===== config.mk =====
export PLATFORM = sky130hd
export DESIGN_NAME = rx_frame_ctrl
export DESIGN_NICKNAME = d
export VERILOG_FILES = /design/src/rtl/rx_frame_ctrl.sv
export SDC_FILE = /design/constraint.sdc
export NUM_CORES = 1
export LEC_CHECK = 0
export BUFFER_PORTS_ARGS = -buffer_cell sky130_fd_sc_hd__buf_2
export CAP_MARGIN = 15
export CORE_MARGIN = 3
export CORE_UTILIZATION = 28
export DETAILED_ROUTE_END_ITERATION = 12
export MAX_ROUTING_LAYER = met4
export SYNTH_ARGS = -nofsm -noshare
export SYNTH_HDL_FRONTEND = slang
export SYNTH_SLANG_ARGS = --single-unit

===== constraint.sdc =====
create_clock -name clk -period 3.51 [get_ports clk]
set_input_delay 0.5265 -clock clk [delete_from_list [all_inputs] [get_ports clk]]
set_output_delay 0.5265 -clock clk [all_outputs]
set_load 0.02 [all_outputs]

===== src/rtl/rx_frame_ctrl.sv =====
// Frame-level receive controller: buffers one Manchester-receiver frame, qualifies it
// (runt / overflow / error) and streams good frames out over valid/ready. Optional macro: RX_TIMEOUT_EN.
module rx_frame_ctrl #(
   parameter int DEPTH          = 32,
   parameter int MIN_LEN        = 1,
   parameter int MAX_LEN        = 32,
   parameter int TIMEOUT_CYCLES = 20000
) (
   input  logic                           clk,
   input  logic                           rst,
   input  logic [7:0]                     rx_data,
   input  logic                           rx_write,
   input  logic                           rx_cardet,
   input  logic                           rx_error,
   output logic [7:0]                     rd_data,
   output logic                           rd_valid,
   input  logic                           rd_ready,
   output logic                           rd_last,
   output logic                           frame_ready,
   output logic [$clog2(DEPTH+1)-1:0]     frame_len,
   output logic                           drop,
   output logic [7:0]                     drop_count
);

   localparam int AW = $clog2(DEPTH);
   localparam int LW = $clog2(DEPTH+1);
   localparam bit CFG_OK = (MIN_LEN <= MAX_LEN) && (MAX_LEN <= DEPTH) && (TIMEOUT_CYCLES > 0);
   // A misconfigured MAX_LEN is clamped to the buffer size so writes can never wrap.
   localparam logic [LW-1:0] MAX_L = CFG_OK ? LW'(MAX_LEN) : LW'(DEPTH);
   localparam logic [LW-1:0] MIN_L = LW'(MIN_LEN);

   typedef enum logic [2:0] {
      IDLE    = 3'd0,
      RECV    = 3'd1,
      DISCARD = 3'd2,
      HOLD    = 3'd3,
      DRAIN   = 3'd4
   } state_t;

   state_t          state_q, state_d;
   logic            cardet_q;
   logic [LW-1:0]   wr_cnt_q, wr_cnt_d;
   logic [LW-1:0]   rd_ptr_q, rd_ptr_d;
   logic            frame_ready_q, frame_ready_d;
   logic [LW-1:0]   frame_len_q, frame_len_d;
   logic            drop_q, drop_d;
   logic [7:0]      drop_count_q, drop_count_d;
   logic            mem_we_s;
   logic [LW-1:0]   wr_next_s;
   logic            cardet_rise_s, cardet_fall_s;
   logic            timeout_s;
   logic            rd_last_s;
   logic [7:0]      mem_q [DEPTH];

   assign cardet_rise_s = rx_cardet & ~cardet_q;
   assign cardet_fall_s = ~rx_cardet & cardet_q;

`ifdef RX_TIMEOUT_EN
   localparam int TW = $clog2(TIMEOUT_CYCLES+1);
   localparam logic [TW-1:0] TMO_LAST = TW'(TIMEOUT_CYCLES - 1);

   logic [TW-1:0] tmo_q, tmo_d;

   // Inter-byte watchdog: held at zero outside RECV, so it restarts on every RECV entry.
   always_comb begin
      tmo_d = tmo_q;
      if ((state_q != RECV) || rx_write) begin
         tmo_d = '0;
      end else if (tmo_q != TMO_LAST) begin
         tmo_d = tmo_q + TW'(1);
      end else begin
         tmo_d = tmo_q;
      end
   end

   always_ff @(posedge clk) begin
      if (rst) begin
         tmo_q <= '0;
      end else begin
         tmo_q <= tmo_d;
      end
   end

   assign timeout_s = (state_q == RECV) && rx_cardet && !rx_write && (tmo_q == TMO_LAST);
`else
   assign timeout_s = 1'b0;
`endif

   assign rd_last_s = (state_q == DRAIN) && ((rd_ptr_q + LW'(1)) == frame_len_q);

   // Next-state and frame bookkeeping.
   always_comb begin
      state_d       = state_q;
      wr_cnt_d      = wr_cnt_q;
      rd_ptr_d      = rd_ptr_q;
      frame_ready_d = frame_ready_q;
      frame_len_d   = frame_len_q;
      drop_d        = 1'b0;
      drop_count_d  = drop_count_q;
      mem_we_s      = 1'b0;
      wr_next_s     = wr_cnt_q;

      case (state_q)
         IDLE: begin
            if (cardet_rise_s) begin
               state_d  = RECV;
               wr_cnt_d = '0;
            end else begin
               state_d = IDLE;
            end
         end
         RECV: begin
            if (rx_error) begin
               state_d = DISCARD;
               drop_d  = 1'b1;
            end else if (rx_write && (wr_cnt_q == MAX_L)) begin
               state_d = DISCARD;
               drop_d  = 1'b1;
            end else begin
               if (rx_write) begin
                  mem_we_s  = 1'b1;
                  wr_next_s = wr_cnt_q + LW'(1);
               end else begin
                  wr_next_s = wr_cnt_q;
               end
               wr_cnt_d = wr_next_s;
               // A byte arriving with the carrier fall still belongs to the frame.
               if (cardet_fall_s) begin
                  if (wr_next_s >= MIN_L) begin
                     state_d       = HOLD;
                     frame_ready_d = 1'b1;
                     frame_len_d   = wr_next_s;
                  end else begin
                     state_d = IDLE;
                     drop_d  = 1'b1;
                  end
               end else if (timeout_s) begin
                  state_d = DISCARD;
                  drop_d  = 1'b1;
               end else begin
                  state_d = RECV;
               end
            end
         end
         DISCARD: begin
            if (!rx_cardet) begin
               state_d = IDLE;
            end else begin
               state_d = DISCARD;
            end
         end
         HOLD: begin
            state_d  = DRAIN;
            rd_ptr_d = '0;
            if (cardet_rise_s) begin
               drop_d = 1'b1;
            end else begin
               drop_d = 1'b0;
            end
         end
         DRAIN: begin
            if (cardet_rise_s) begin
               drop_d = 1'b1;
            end else begin
               drop_d = 1'b0;
            end
            if (rd_ready && rd_last_s) begin
               state_d       = IDLE;
               frame_ready_d = 1'b0;
               rd_ptr_d      = '0;
            end else if (rd_ready) begin
               rd_ptr_d = rd_ptr_q + LW'(1);
            end else begin
               rd_ptr_d = rd_ptr_q;
            end
         end
         default: begin
            state_d = IDLE;
         end
      endcase

      if (drop_d && (drop_count_q != 8'hFF)) begin
         drop_count_d = drop_count_q + 8'd1;
      end else begin
         drop_count_d = drop_count_q;
      end
   end

   // Control and status registers.
   always_ff @(posedge clk) begin
      if (rst) begin
         state_q       <= IDLE;
         cardet_q      <= 1'b1;
         wr_cnt_q      <= '0;
         rd_ptr_q      <= '0;
         frame_ready_q <= 1'b0;
         frame_len_q   <= '0;
         drop_q        <= 1'b0;
         drop_count_q  <= 8'd0;
      end else begin
         state_q       <= state_d;
         cardet_q      <= rx_cardet;
         wr_cnt_q      <= wr_cnt_d;
         rd_ptr_q      <= rd_ptr_d;
         frame_ready_q <= frame_ready_d;
         frame_len_q   <= frame_len_d;
         drop_q        <= drop_d;
         drop_count_q  <= drop_count_d;
      end
   end

   // Frame buffer; contents are don't-care after reset.
   always_ff @(posedge clk) begin
      if (mem_we_s) begin
         mem_q[wr_cnt_q[AW-1:0]] <= rx_data;
      end
   end

   assign rd_valid    = (state_q == DRAIN);
   assign rd_data     = (state_q == DRAIN) ? mem_q[rd_ptr_q[AW-1:0]] : 8'h00;
   assign rd_last     = rd_last_s;
   assign frame_ready = frame_ready_q;
   assign frame_len   = frame_len_q;
   assign drop        = drop_q;
   assign drop_count  = drop_count_q;

endmodule


==> impl_metrics.py, run 1 <==
metrics = {
    "sta": {
        "hold_viol": 0,
        "tightest_slew_ps": 743,
        "setup_slack_ps": 223,
        "min_period_ps": 3290,
        "fmax_mhz": 304,
        "skew_ps": 16.1,
        "drv_slew": 0,
        "slew_headroom_pct": 50.2,
        "rsz0062_at_grt": "no",
        "fin_crit_sh_pct": 93.6,
        "setup_viol": 0,
        "setup_tns_ps": 0,
    },
    "routing": {
        "vias_per_cell": 4.74,
        "totalWireLength_microns": 25700,
        "drt_iter0_markers": 487,
        "num_vias": 6028,
        "ant_nets": 0,
        "drtPass1Iterations": 5,
        "wl_per_cell_microns": 20.2,
        "drc": 0,
    },
    "placed_design": {
        "dpl.hpwl_microns": 16400,
        "port_buffers": 39,
        "post-place-ws_ps": 596,
        "dpl_cell_area_sq_um": 12800,
        "gp_congestion": 0.794,
    },
    "critical_path": {
        "critical_path_arrival_ps": 2760,
        "reg2reg_depth": 7,
        "start_kind": "register",
        "endpoint_kind": "primary output",
        "reg2reg_from": "wr_cnt_q[0]$_SDFFE_PP0P_",
        "r2r_slack_ps": 770,
        "r2r_end": "mem_q[27][7]$_DFFE_PP_",
        "cp_max_fo": 20,
        "endpoint": "rd_data[3]",
        "critPathRequiredTime_ps": 2980,
        "crit_type": "register to primary output",
    },
    "final_layout": {
        "nFillCells": 3875,
        "nNetsFinal": 734,
        "postLayoutCellArea_sq_um": 13900,
        "final_core_util_pct": 33.8,
        "drive_above_1_share_pct": 29.4,
        "final_cell_mix": "edfxtp_1, mux4_2, nor2_1",
        "area_delta_synth_final_pct": 17.9,
        "final_common_cell": "edfxtp_1",
    },
    "die": {
        "dieArea_sq_um": 44600,
        "start_util_pct": 28.6,
        "rows": 74,
        "die_y_microns": 211,
        "die_x_microns": 211,
        "fp.coreArea_sq_um": 41200,
        "ios": 40,
    },
    "flow_run": {
        "maxCapViolations": 0,
    },
    "clock_network": {
        "clock_latency_ps": 580,
        "root_buffer": "clkbuf_16",
        "clk_pin_slew_ps": 60,
        "cts_num_sinks": 293,
        "cts_buffer_depth": 3,
        "cts_tree": "built",
        "cts_buffers": 31,
        "ctsHtreeMaxLevel": 1,
    },
    "global_routing": {
        "grt-ovfl-total": 0,
        "track_usage_pct": 11.9,
        "grt_max_degree": 35,
        "antenna_found_initial": 2,
        "grt_pass1_vias": 6012,
        "grt_pass1_wl_microns": 38900,
    },
    "hold_path": {
        "hp-class": "primary input to register",
    },
    "power": {
        "powerDensity_nw_per_um2": 514,
        "ir_worst_vdd_uv": 361,
        "power_mw": 7.15,
        "p_leak_nw": 4.41,
    },
    "logic_synthesis": {
        "syn_area_sq_um": 11800,
        "synth_flop_cell": "edfxtp_1",
        "yosysUniqueCellTypes": 52,
        "avgSynthCellArea_sq_um": 18.7,
        "seq_area_frac_synth_pct": 71.5,
        "synth_edf_count": 256,
        "ys_async_sr_fraction_pct": 0,
        "ys_warn_count": 0,
        "ys_ff_latch": 293,
        "syn-num-nets": 652,
        "netlist_instances": 632,
    },
    "run_status": {
        "status": "finished clean",
    },
}
-- worst max-delay path, cell delays in order (launching register included) --
cell and delay, ps:
dfxtp_4 430, buf_12 220, mux4_2 570, mux4_2 530, mux2i_1 170, nor2_1 60
buf_2 190
-- metal layers --
layer / up-vias / GRT usage, % / routed length [microns]
li1: 2729 / - / -
met1: 3119 / 17.1 / 12200
met2: 142 / 17.3 / 11500
met3: 38 / 2.58 / 1470
met4: 0 / 2.91 / 504
met5: - / - / 0
-- registers in the layout, summed over array words and instances (netlist names), 3 cells and up, named ones only --
name        cells
mem_q         256
drop_count      8
frame_len       6
rd_ptr_q        6
wr_cnt_q        6
state_q         3
-- logic make-up after synthesis --
logic type	after synthesis	share of synthesized area [%]
compound gates	49	3.02
xor+xnor	17	1.26
fa+ha+maj	6	0.637
buf+inv	43	1.68
flops	293	71.5
mux	96	16.6
simple gates	128	5.28
-- synthesized netlist by cell type (7+ instances only) --
master      n  area, sq um
edfxtp_1  256         7690
nor2_1     53          199
xor2_1      7         61.3
dfxtp_1    37          741
mux4_2     80         1800
nand3_1    13         65.1
mux2i_1    15          150
buf_2      11         55.1
xnor2_1    10         87.6
nand2_1    24         90.1
clkbuf_1   14         52.6
inv_1      12         45.0
a21oi_1    19         95.1
-- power by group --
part / switching (mW) / total (mW) / internal (mW)
logic: 0.0729 / 0.0904 / 0.0175
clock network: 1.35 / 3.28 / 1.92
registers: 0.00286 / 3.79 / 3.78
total: 1.43 / 7.15 / 5.72
-- how the worst min path moves through the flow --
stage,from,to,slack [ps],cells after the start
after floorplan,wr_cnt_q[5]$_SDFFE_PP0P_,wr_cnt_q[5]$_SDFFE_PP0P_,460,2
after global placement,frame_ready$_SDFFE_PP0P_,frame_ready$_SDFFE_PP0P_,450,2
after detailed placement,frame_ready$_SDFFE_PP0P_,frame_ready$_SDFFE_PP0P_,480,2
after CTS,rx_cardet,cardet_q$_SDFF_PP1_,180,2
after global routing,rx_cardet,cardet_q$_SDFF_PP1_,220,2
final,rx_cardet,cardet_q$_SDFF_PP1_,220,2
-- through the flow --
stage / hold WS (ps) / std cells
floorplan: 457 / 632
global route: 220 / 1273
CTS: 183 / 1271
detailed placement: 479 / 1211
global placement: 448 / 1211
finish: 218 / 1273
-- final cells by class --
| class | count | area (sq um) | area share [%] |
|---|---|---|---|
| diodes | 2 | 5.00 | 0.0360 |
| repair buffers | 80 | 566 | 4.07 |
| inverters | 12 | 45.0 | 0.324 |
| clock inverters | 22 | 228 | 1.64 |
| clock buffers | 36 | 795 | 5.71 |
| multi-input cells | 296 | 3170 | 22.8 |
| well taps | 532 | 666 | 4.79 |
| flip-flops and latches | 293 | 8440 | 60.7 |
-- what timing repair did --
item,in CTS,in global routing
setup endpoints to repair,2,3
hold buffers,0,0
buffers inserted,2,0
gates resized for setup,0,1
Power figures use the tool's default switching activity.
==> run 2: changes to the inputs <==
- BUFFER_PORTS_ARGS: -buffer_cell sky130_fd_sc_hd__buf_2 -> default
- DONT_BUFFER_PORTS: default -> 1
==> run 2 against run 1 <==
  * Register-to-register slack hardly changed
  * Non-clock buffer count is 40 lower
  * Routed wire length is 0.87% higher
  * Via count is 1.1% lower
  * Final area is 2.1% lower
  * Sequential power hardly changed
  * Total power is 3.3% lower
  * Clock power is 5% lower
  * Critical endpoint is now rd_data[6]
  * Global-route usage is 0.061 points higher
  * Final cell count is 3.6% lower
==> impl_metrics.py, run 2 (synthesized netlist as in run 1, its figures left out) <==
metrics = {
    "placed_design": {
        "dp.cells": 1173,
        "dpl_cell_area_sq_um": 12700,
        "post-place-ws_ps": 715,
        "port_buffers": 0,
        "gp_congestion": 0.772,
        "dpl.hpwl_microns": 16400,
    },
    "final_layout": {
        "fin_cells": 1227,
        "area_delta_synth_final_pct": 15.4,
        "postLayoutCellArea_sq_um": 13600,
        "largest_register_ffs": 256,
        "drive_above_1_share_pct": 25.2,
        "num_antenna_cells": 0,
        "nNetsFinal": 692,
        "final_cell_mix": "edfxtp_1, mux4_2, nor2_1",
        "nFillCells": 3835,
        "final_core_util_pct": 33.0,
        "final_common_cell": "edfxtp_1",
    },
    "critical_path": {
        "critPathRequiredTime_ps": 2980,
        "crit_family": "multiplexers",
        "reg2reg_from": "wr_cnt_q[0]$_SDFFE_PP0P_",
        "endpoint_kind": "primary output",
        "start_kind": "register",
        "reg2reg_depth": 7,
        "path_common_cell": "mux4_2",
        "critical_path_arrival_ps": 2800,
        "max_stage_delay_ps": 550,
        "crit_buf_inv": 1,
        "crit_chain": "buf_12 > mux4_2 > mux4_2 > mux2i_1 > nor2_1",
        "cp_max_fo": 28,
        "r2r_slack_ps": 780,
        "r2r_end": "drop_count[5]$_SDFFE_PP0P_",
        "cp_slowest_cell": "mux4_2",
        "crit_type": "register to primary output",
    },
    "power": {
        "p_leak_nw": 4.17,
        "clkPwrFrac_pct": 44.8,
        "ir_worst_vdd_uv": 371,
        "power_frac_comb_pct": 0.4,
        "switching_share_pct": 19.8,
        "p_sw_mw": 1.37,
        "intPower_mw": 5.55,
        "seq_power_share_pct": 54.8,
        "power_mw": 6.92,
        "powerDensity_nw_per_um2": 508,
    },
    "clock_network": {
        "ctsHtreeMaxLevel": 1,
        "cts_resized": 0,
        "cts_tree": "built",
        "cts_buffers": 29,
        "clk_pin_slew_ps": 70,
        "hold_buffers": 0,
        "cts_num_sinks": 293,
        "clock_latency_ps": 560,
        "cts_buffer_depth": 3,
        "post_cts_buffers": 0,
        "root_buffer": "clkbuf_16",
    },
    "sta": {
        "rsz0062_at_grt": "no",
        "skew_ps": 19.0,
        "min_period_ps": 3330,
        "setup_slack_ps": 183,
        "tightest_slew_ps": 867,
        "setup_tns_ps": 0,
        "fin_crit_sh_pct": 94.8,
        "setup_viol": 0,
        "hold_viol": 0,
        "drv_slew": 0,
        "slew_headroom_pct": 42.1,
        "fmax_mhz": 301,
        "holdWs_ps": 40.4,
    },
    "hold_path": {
        "min_from": "rst",
        "hp-class": "primary input to register",
        "worstHoldPathCells": 1,
        "min_to": "drop_count[2]$_SDFFE_PP0P_",
    },
    "die": {
        "die_y_microns": 211,
        "rows": 74,
        "fp.coreArea_sq_um": 41200,
        "dieArea_sq_um": 44600,
        "die_x_microns": 211,
        "ios": 40,
        "start_util_pct": 28.6,
    },
    "routing": {
        "totalWireLength_microns": 26000,
        "wl_per_cell_microns": 21.2,
        "drc": 0,
        "drtPass1Iterations": 5,
        "drt_iter0_markers": 799,
        "vias_per_cell": 4.86,
        "ant_nets": 0,
        "num_vias": 5959,
    },
    "flow_run": {
        "maxCapViolations": 0,
    },
    "global_routing": {
        "grt_max_degree": 37,
        "grt_pass1_vias": 5887,
        "antenna_found_initial": 1,
        "grt_pass1_wl_microns": 39100,
        "grt-ovfl-total": 0,
        "track_usage_pct": 12.0,
    },
    "run_status": {
        "status": "finished clean",
    },
}
[run 2: layout make-up]
class	count	area, sq um	area share (%)
sequential	293	8430	62.0
multi-input combinational	296	3170	23.3
clock buffer	31	733	5.39
tap	532	666	4.89
timing repair buffer	40	350	2.57
clock inverter	23	218	1.60
inverter	12	45.0	0.331
[run 2: worst max-delay path by stage]
stage | endpoint | slack [ps] | depth (start not counted)
floorplan | rd_data[0] | 780 | 6
global placement | rd_data[6] | 720 | 5
detailed placement | rd_data[7] | 710 | 6
CTS | rd_data[7] | 100 | 6
global route | rd_data[7] | 10 | 6
finish | rd_data[6] | 180 | 5
[run 2: routing by layer]
layer	up-vias	track usage, %	routed length [microns]	part of all wire, %
met5	-	-	0	0
met4	0	2.31	469	1.8
met3	38	3.95	2320	8.9
met2	206	16.5	11100	43
met1	3085	17.3	12100	46
li1	2630	-	-	-
[run 2: power by group through the flow]
stage / Clock, mW / Combinational [mW] / Sequential (mW)
final: 3.10 / 0.0300 / 3.79
after CTS: 3.16 / 0.0302 / 3.79
after floorplan: 0 / 0.0295 / 3.86
after global routing: 3.32 / 0.0333 / 3.78
after detailed placement: 0 / 0.0301 / 3.86
after global placement: 0 / 0.0297 / 3.86
